==> config.mk <==
export PLATFORM = sky130hd
export DESIGN_NAME = holy_irq_ctrl
export DESIGN_NICKNAME = d
export VERILOG_FILES = /design/src/rtl/holy_irq_ctrl.sv
export SDC_FILE = /design/constraint.sdc
export NUM_CORES = 1
export LEC_CHECK = 0
export ABC_AREA = 1
export BUFFER_PORTS_ARGS = -buffer_cell sky130_fd_sc_hd__buf_4
export CAP_MARGIN = 20
export CORE_ASPECT_RATIO = 0.8
export CORE_MARGIN = 4
export CORE_UTILIZATION = 37
export CTS_CLUSTER_DIAMETER = 200
export DETAILED_ROUTE_END_ITERATION = 10
export PLACE_DENSITY_LB_ADDON = 0.1
export SYNTH_ARGS = -nofsm -noshare
export SYNTH_HDL_FRONTEND = slang
export SYNTH_SLANG_ARGS = --single-unit
==> constraint.sdc <==
create_clock -name clk -period 2.1 [get_ports clk]
set_input_delay 0.42 -clock clk [delete_from_list [all_inputs] [get_ports clk]]
set_output_delay 0.42 -clock clk [all_outputs]
set_load 0.01 [all_outputs]
==> src/rtl/holy_irq_ctrl.sv <==
// holy_irq_ctrl: machine-mode interrupt controller for the holy core.
// Provides the mip / mie / mstatus CSRs and drives trap requests to the core.
//
// Ports
//   clk, rst_n    : single clock domain; rst_n is synchronous, active-low
//   timer_irq     : MTIP level from holy_clint (same clock domain)
//   soft_irq      : MSIP level from holy_clint (same clock domain)
//   ext_irq       : MEIP level, asynchronous; synchronized with two flops
//   csr_we        : one-cycle CSR write strobe
//   csr_addr      : CSR address, shared by read and write
//   csr_wdata     : CSR write data
//   csr_rdata     : CSR read data, combinational from csr_addr
//   trap_req      : interrupt trap request, held until trap_ack
//   trap_cause    : mcause for the request, valid while trap_req=1
//   trap_ack      : core accepts the trap (one cycle)
//   mret          : core retired an MRET (one-cycle pulse)
//   irq_pending   : |(mip & mie), ignores mstatus.MIE; WFI wake signal
module holy_irq_ctrl (
  input  logic        clk,
  input  logic        rst_n,
  input  logic        timer_irq,
  input  logic        soft_irq,
  input  logic        ext_irq,
  input  logic        csr_we,
  input  logic [11:0] csr_addr,
  input  logic [31:0] csr_wdata,
  output logic [31:0] csr_rdata,
  output logic        trap_req,
  output logic [31:0] trap_cause,
  input  logic        trap_ack,
  input  logic        mret,
  output logic        irq_pending
);

  localparam logic [11:0] ADDR_MSTATUS = 12'h300;
  localparam logic [11:0] ADDR_MIE     = 12'h304;
  localparam logic [11:0] ADDR_MIP     = 12'h344;

  localparam logic [31:0] CAUSE_MSI = 32'h8000_0003;
  localparam logic [31:0] CAUSE_MTI = 32'h8000_0007;
  localparam logic [31:0] CAUSE_MEI = 32'h8000_000B;

  typedef enum logic [1:0] {IDLE, REQ, TRAP} state_t;

  state_t      state, state_next;
  logic        ext_meta, ext_s;
  logic [2:0]  mie_q, mie_next;        // {MEIE, MTIE, MSIE}
  logic        st_mie, st_mie_next;    // mstatus.MIE
  logic        st_mpie, st_mpie_next;  // mstatus.MPIE
  logic [31:0] cause_q, cause_next;
  logic [2:0]  pend;                   // {MEI, MTI, MSI}
  logic        take;
  logic [31:0] mip_word, mie_word, mstatus_word;
  logic        unused_wdata;

  // Priority MEI > MSI > MTI; only called when at least one bit is set.
  function automatic logic [31:0] pick_cause(input logic [2:0] p);
    if (p[2])      return CAUSE_MEI;
    else if (p[0]) return CAUSE_MSI;
    else           return CAUSE_MTI;
  endfunction

  assign unused_wdata = &{csr_wdata[31:12], csr_wdata[10:8], csr_wdata[6:4], csr_wdata[2:0]};

  assign pend        = {ext_s, timer_irq, soft_irq} & mie_q;
  assign irq_pending = |pend;
  assign take        = st_mie & irq_pending;
  assign trap_req    = (state == REQ);
  assign trap_cause  = cause_q;

  always_comb begin
    mip_word         = '0;
    mip_word[3]      = soft_irq;
    mip_word[7]      = timer_irq;
    mip_word[11]     = ext_s;
    mie_word         = '0;
    mie_word[3]      = mie_q[0];
    mie_word[7]      = mie_q[1];
    mie_word[11]     = mie_q[2];
    mstatus_word     = '0;
    mstatus_word[3]  = st_mie;
    mstatus_word[7]  = st_mpie;
  end

  always_comb begin
    case (csr_addr)
      ADDR_MSTATUS: csr_rdata = mstatus_word;
      ADDR_MIE:     csr_rdata = mie_word;
      ADDR_MIP:     csr_rdata = mip_word;
      default:      csr_rdata = '0;
    endcase
  end

  // Next state. Software writes are applied first so that the hardware
  // trap_ack / mret updates of MIE/MPIE override a coincident mstatus write.
  always_comb begin
    state_next   = state;
    cause_next   = cause_q;
    mie_next     = mie_q;
    st_mie_next  = st_mie;
    st_mpie_next = st_mpie;

    if (csr_we && (csr_addr == ADDR_MIE))
      mie_next = {csr_wdata[11], csr_wdata[7], csr_wdata[3]};
    if (csr_we && (csr_addr == ADDR_MSTATUS)) begin
      st_mie_next  = csr_wdata[3];
      st_mpie_next = csr_wdata[7];
    end

    case (state)
      IDLE: begin
        if (mret) begin
          st_mie_next  = st_mpie;
          st_mpie_next = 1'b1;
        end
        if (take) begin
          cause_next = pick_cause(pend);
          state_next = REQ;
        end
      end
      // Request is held regardless of pending/MIE changes; mret is ignored.
      REQ: begin
        if (trap_ack) begin
          st_mpie_next = st_mie;
          st_mie_next  = 1'b0;
          state_next   = TRAP;
        end
      end
      TRAP: begin
        if (mret) begin
          st_mie_next  = st_mpie;
          st_mpie_next = 1'b1;
          state_next   = IDLE;
        end
      end
      default: state_next = IDLE;
    endcase
  end

  always_ff @(posedge clk) begin
    if (!rst_n) begin
      state    <= IDLE;
      ext_meta <= 1'b0;
      ext_s    <= 1'b0;
      mie_q    <= '0;
      st_mie   <= 1'b0;
      st_mpie  <= 1'b0;
      cause_q  <= '0;
    end else begin
      // ext_irq synchronizer stage 1 -> stage 2
      ext_meta <= ext_irq;
      ext_s    <= ext_meta;
      state    <= state_next;
      mie_q    <= mie_next;
      st_mie   <= st_mie_next;
      st_mpie  <= st_mpie_next;
      cause_q  <= cause_next;
    end
  end

endmodule

==> run_results.csv, run 1 <==
group,metric,value,unit
setup_path,cp-end-kind,"primary output",
route,antenna_left,0,
timing,fin_crit_sh,0.852,
finish,final_common_cell,"conb_1",
power,swShare,0.273,
yosys,synth_seq_cells,12,
setup_path,start_kind,"input pin",
setup_path,crit_type,"input pin to primary output",
setup_path,rr_worst_depth,5,
clocking,cts_tree,"done",
floorplan,die_h,56.9,µm
power,p_switching,163,µW
timing,fmax,559,MHz
timing,clock_skew,0.00260,ns
grt,grt.total_usage,0.0969,
grt,antenna_found_initial,0,
finish,diodes,0,
finish,final_util,0.434,
status,status,"finished, final reports clean",
floorplan,die_area,3930,µm²
route,drtIter0Drc,13,
min_path,whs_endpoint,"ext_meta",
floorplan,num_io_pins,118,
grt,grt_max_degree,8,
clocking,path_clk_slew,0.05,ns
route,totalWireLength,2.03,mm
yosys,synthesis.instances,162,
placement,place_congestion,0.746,
min_path,hold_path_depth,3,
setup_path,r2r_end,"trap_cause[3]",
power,power-per-cell-area,489,nW/µm²
timing,final-max-slew-violation-count,0,
placement,place_hpwl,1.84,mm
route,vias,874,
placement,place_area,1160,µm²
clocking,holdBufCountCts,0,
setup_path,required,1.68,ns
power,p_comb_frac,0.186,
clocking,ctsResizeCount,0,
floorplan,placementRows,17,
timing,grt_setup_unrepaired,"false",
setup_path,r2r_start,"st_mie",
finish,finalNetCount,248,
grt,grt.overflow.total,0,
yosys,synth_warnings,0,
finish,multiInputGateArea,549,µm²
min_path,hold_start,"ext_irq",
yosys,ys_types,21,
setup_path,startpoint,"csr_addr[2]",
clocking,cts_inserted_buffers,3,
clocking,cts_sinks,12,
clocking,clk-insertion-delay-late,0.24,ns
route,drcViolationCount,0,
floorplan,coreArea,2810,µm²
timing,fin_crit,1.79,ns
min_path,hold_class,"input pin to register",
clocking,cts_max_level,1,
run,maxCapViolations,0,
grt,grt_pass1_vias,732,
clocking,cts_root_buffer,"clkbuf_8",
finish,seq_area,240,µm²
grt,grt_pass1_wl,3.08,mm
timing,setup_violations,0,
power,finalPower,596,µW
timing,hold_viol,0,
setup_path,rrSetupSlack,0.93,ns
timing,fin_setup_tns,0,ns
floorplan,start_util,0.393,
finish,final_area,1220,µm²
finish,final_cell_mix,"56 x conb_1, 32 x buf_4, 25 x nand2_1",
yosys,syn_area_per_cell,6.82,µm²
power,p_seq_frac,0.394,
route,dr.pass1.iters,4,
clocking,clk_path_buf_depth,2,
clocking,cts_setup_buffers,0,
finish,drive_gt1_frac,0.221,
finish,syn_to_final_growth,10.3,%
power,vdd_drop_max,412,µV
placement,io_buffers,32,
setup_path,crit_arrival,1.37,ns
route,vias_per_cell,3.75,
power,power_leakage,0.000706,µW
finish,fillers,306,
power,clkPwrFrac,0.420,
yosys,syn_area,1100,µm²
route,wire_per_inst,8.72,µm
power,intPower,433,µW
floorplan,die_w,69.1,µm
yosys,yosysSeqAreaShare,0.217,
setup_path,critPathMaxFanout,4,
-- worst max-delay path, stage by stage --
cell	delay [ns]
buf_4	0.11
inv_1	0.10
nand2_1	0.06
nor2_1	0.19
nand2_1	0.11
o221ai_1	0.21
buf_4	0.16
-- layout make-up --
| class | count | area share |
|---|---|---|
| clock buffer | 4 | 0.0452 |
| inverter | 23 | 0.0708 |
| multi-input combinational | 124 | 0.451 |
| sequential | 12 | 0.197 |
| tap | 38 | 0.0390 |
| timing repair buffer | 32 | 0.197 |
-- worst max-delay path by stage --
stage	depth (start not counted)	slack [ns]	endpoint
3_3_place_gp	7	0.30	csr_rdata[7]
4_1_cts	7	0.30	csr_rdata[3]
2_1_floorplan	5	0.59	csr_rdata[3]
6_report	7	0.31	csr_rdata[3]
3_5_place_dp	7	0.31	csr_rdata[3]
5_1_grt	7	0.20	csr_rdata[3]
-- kinds of logic after synthesis --
family | synth area share
compound gates | 0.0668
buf+inv | 0.472
flops | 0.217
other cells | 0.00339
simple gates | 0.240
-- flip-flops by register name (all words and copies together) (netlist names) --
name / count
ext_s: 1
mie_q: 3
st_mie: 1
trap_cause: 3
state: 2
st_mpie: 1
ext_meta: 1
-- per-layer routing --
metal	routed length [µm]	up-vias	GRT usage
met5	0	-	0
met4	8	0	0.0167
met3	241	2	0.0394
met2	1020	47	0.166
met1	765	378	0.115
li1	-	447	-
-- metrics by stage --
stage | setup slack (ns) | std cells | hold WS [ns]
2_1_floorplan | 0.591 | 217 | 0.390
3_3_place_gp | 0.300 | 229 | 0.397
3_5_place_dp | 0.305 | 229 | 0.401
4_1_cts | 0.296 | 233 | 0.355
5_1_grt | 0.200 | 233 | 0.364
6_report | 0.311 | 233 | 0.361
-- power groups by stage --
stage / logic (µW) / clock network (µW) / registers (µW)
after CTS: 109 / 260 / 235
after detailed placement: 109 / 0 / 240
after global routing: 124 / 271 / 235
after floorplan: 144 / 0 / 239
after global placement: 107 / 0 / 240
final: 111 / 250 / 235
-- cell usage after synthesis --
library cell   n  area (µm²)
nand4_1        2        12.5
a21oi_1        7        35.0
nand2_1       25        93.8
nor2_1        12        45.0
nand2_4        1        11.3
o21ai_1        2        10.0
nand2_2        2        12.5
nor2_2         1        6.26
o21ai_0        1        5.00
inv_1         23        86.3
conb_1         1        3.75
nor2_4         1        11.3
nand3_1        7        35.0
buf_4         58         435
a31oi_1        1        6.26
dfxtp_1       12         240
o221ai_1       2        17.5
and2_4         1        8.76
nand3b_1       1        7.51
nor3_4         1        16.3
nor3_1         1        5.00
No activity file was read; power rests on OpenSTA's default activity.
==> run 2: changes to the inputs <==
- CORE_MARGIN: 4 -> not set
- RECOVER_POWER: not set -> 25
==> run_results.csv, run 2 (synthesis gave the netlist of run 1 again) <==
group,metric,value,unit
route,antenna_left,0,
finish,finalNetCount,248,
min_path,whs_endpoint,"ext_meta",
clocking,holdBufCountCts,0,
floorplan,die_h,50.9,µm
finish,syn_to_final_growth,8.04,%
power,swShare,0.285,
placement,place_hpwl,1.62,mm
timing,grt_setup_unrepaired,"false",
floorplan,start_util,0.396,
min_path,hold_start,"ext_irq",
timing,hold_viol,0,
power,finalPower,549,µW
clocking,clk_path_buf_depth,2,
setup_path,crit_type,"input pin to primary output",
floorplan,die_area,3210,µm²
power,power_leakage,0.000686,µW
grt,grt_pass1_wl,3.04,mm
finish,diodes,0,
finish,final_util,0.428,
setup_path,critPathMaxFanout,5,
route,vias,888,
power,p_comb_frac,0.199,
timing,fmax,567,MHz
timing,clock_skew,0.00326,ns
clocking,ctsResizeCount,0,
route,drtIter0Drc,23,
grt,grt.overflow.total,0,
setup_path,required,1.68,ns
placement,place_congestion,0.778,
floorplan,die_w,63.1,µm
timing,fin_crit,1.76,ns
route,dr.pass1.iters,4,
route,totalWireLength,1.89,mm
clocking,cts_setup_buffers,0,
grt,antenna_found_initial,0,
power,p_seq_frac,0.428,
floorplan,num_io_pins,118,
setup_path,cp-end-kind,"primary output",
clocking,cts_root_buffer,"clkbuf_8",
setup_path,rrSetupSlack,0.95,ns
setup_path,r2r_start,"st_mie",
power,clkPwrFrac,0.373,
power,power-per-cell-area,460,nW/µm²
setup_path,crit_family,"simple AND/OR/NAND/NOR gates",
min_path,hold_class,"input pin to register",
route,vias_per_cell,3.83,
status,status,"finished, final reports clean",
timing,final-max-slew-violation-count,0,
setup_path,path_cells,"buf_4, nor2_2, nand2_2, nor2_4, and2_4, nand2_1, o221ai_1, buf_4",
setup_path,max_stage_delay,0.19,ns
finish,drive_gt1_frac,0.201,
timing,fin_crit_sh,0.840,
route,wire_per_inst,8.16,µm
run,maxCapViolations,0,
placement,place_inst,229,
setup_path,rr_worst_depth,5,
finish,final_cell_mix,"56 x conb_1, 29 x buf_4, 25 x nand2_1",
setup_path,start_kind,"input pin",
clocking,cts_max_level,1,
placement,io_buffers,32,
power,intPower,393,µW
grt,grt_pass1_vias,761,
setup_path,crit_arrival,1.34,ns
grt,grt.total_usage,0.125,
grt,grt_max_degree,8,
floorplan,placementRows,17,
clocking,cts_sinks,12,
clocking,cts_tree,"done",
timing,fin_setup_tns,0,ns
setup_path,critPathMostFrequentCell,"buf_4",
power,vdd_drop_max,271,µV
setup_path,r2r_end,"trap_cause[3]",
route,drcViolationCount,0,
setup_path,critPathSlowestCell,"and2_4",
setup_path,cp_num_buf_inv,2,
clocking,clk-insertion-delay-late,0.24,ns
finish,fin_cells,232,
finish,final_common_cell,"conb_1",
power,p_switching,156,µW
floorplan,coreArea,2790,µm²
min_path,hold_path_depth,3,
timing,setup_violations,0,
clocking,path_clk_slew,0.05,ns
clocking,cts_inserted_buffers,3,
==> run 2: worst min-delay path: cells and delay by family <==
kind / cells / cell delay, ns
and+or+nand+nor: 1 / 0.04
buffers and inverters: 2 / 0.11
==> run 2: per-layer routing <==
metal	track usage	up-vias	part of all wire
li1	-	446	-
met1	0.134	387	0.44
met2	0.217	50	0.47
met3	0.0491	5	0.076
met4	0.0581	0	0.015
met5	0	-	0
==> run 2: power groups by stage <==
stage	Clock, µW	Sequential [µW]	Combinational, µW
finish	205	235	109
global route	224	235	122
CTS	214	235	109
detailed placement	0	239	109
global placement	0	239	107
floorplan	0	239	144
==> run 2: layout make-up <==
cell class              instances  area [µm²]
flip-flops and latches         12         240
fillers                       322        1590
well taps                      38        47.5
multi-input cells             124         549
inverters                      23        86.3
clock buffers                   3        41.3
repair buffers                 32         229
==> run 2: through the flow <==
step / hold WS, ns / instance area [µm²] / worst slack (ns)
after floorplan: 0.390 / 1310 / 0.591
after global placement: 0.395 / 1160 / 0.309
after detailed placement: 0.400 / 1160 / 0.326
after CTS: 0.356 / 1200 / 0.325
after global routing: 0.362 / 1190 / 0.228
final: 0.361 / 1190 / 0.336
==> run 2: worst max-delay path by stage <==
stage | start | to | slack, ns | cells past startpoint
final | csr_addr[5] | csr_rdata[7] | 0.34 | 8
after global routing | csr_addr[5] | csr_rdata[3] | 0.23 | 8
after CTS | csr_addr[5] | csr_rdata[3] | 0.32 | 8
after detailed placement | csr_addr[5] | csr_rdata[3] | 0.33 | 8
after global placement | csr_addr[5] | csr_rdata[3] | 0.31 | 8
after floorplan | csr_addr[2] | csr_rdata[3] | 0.59 | 5
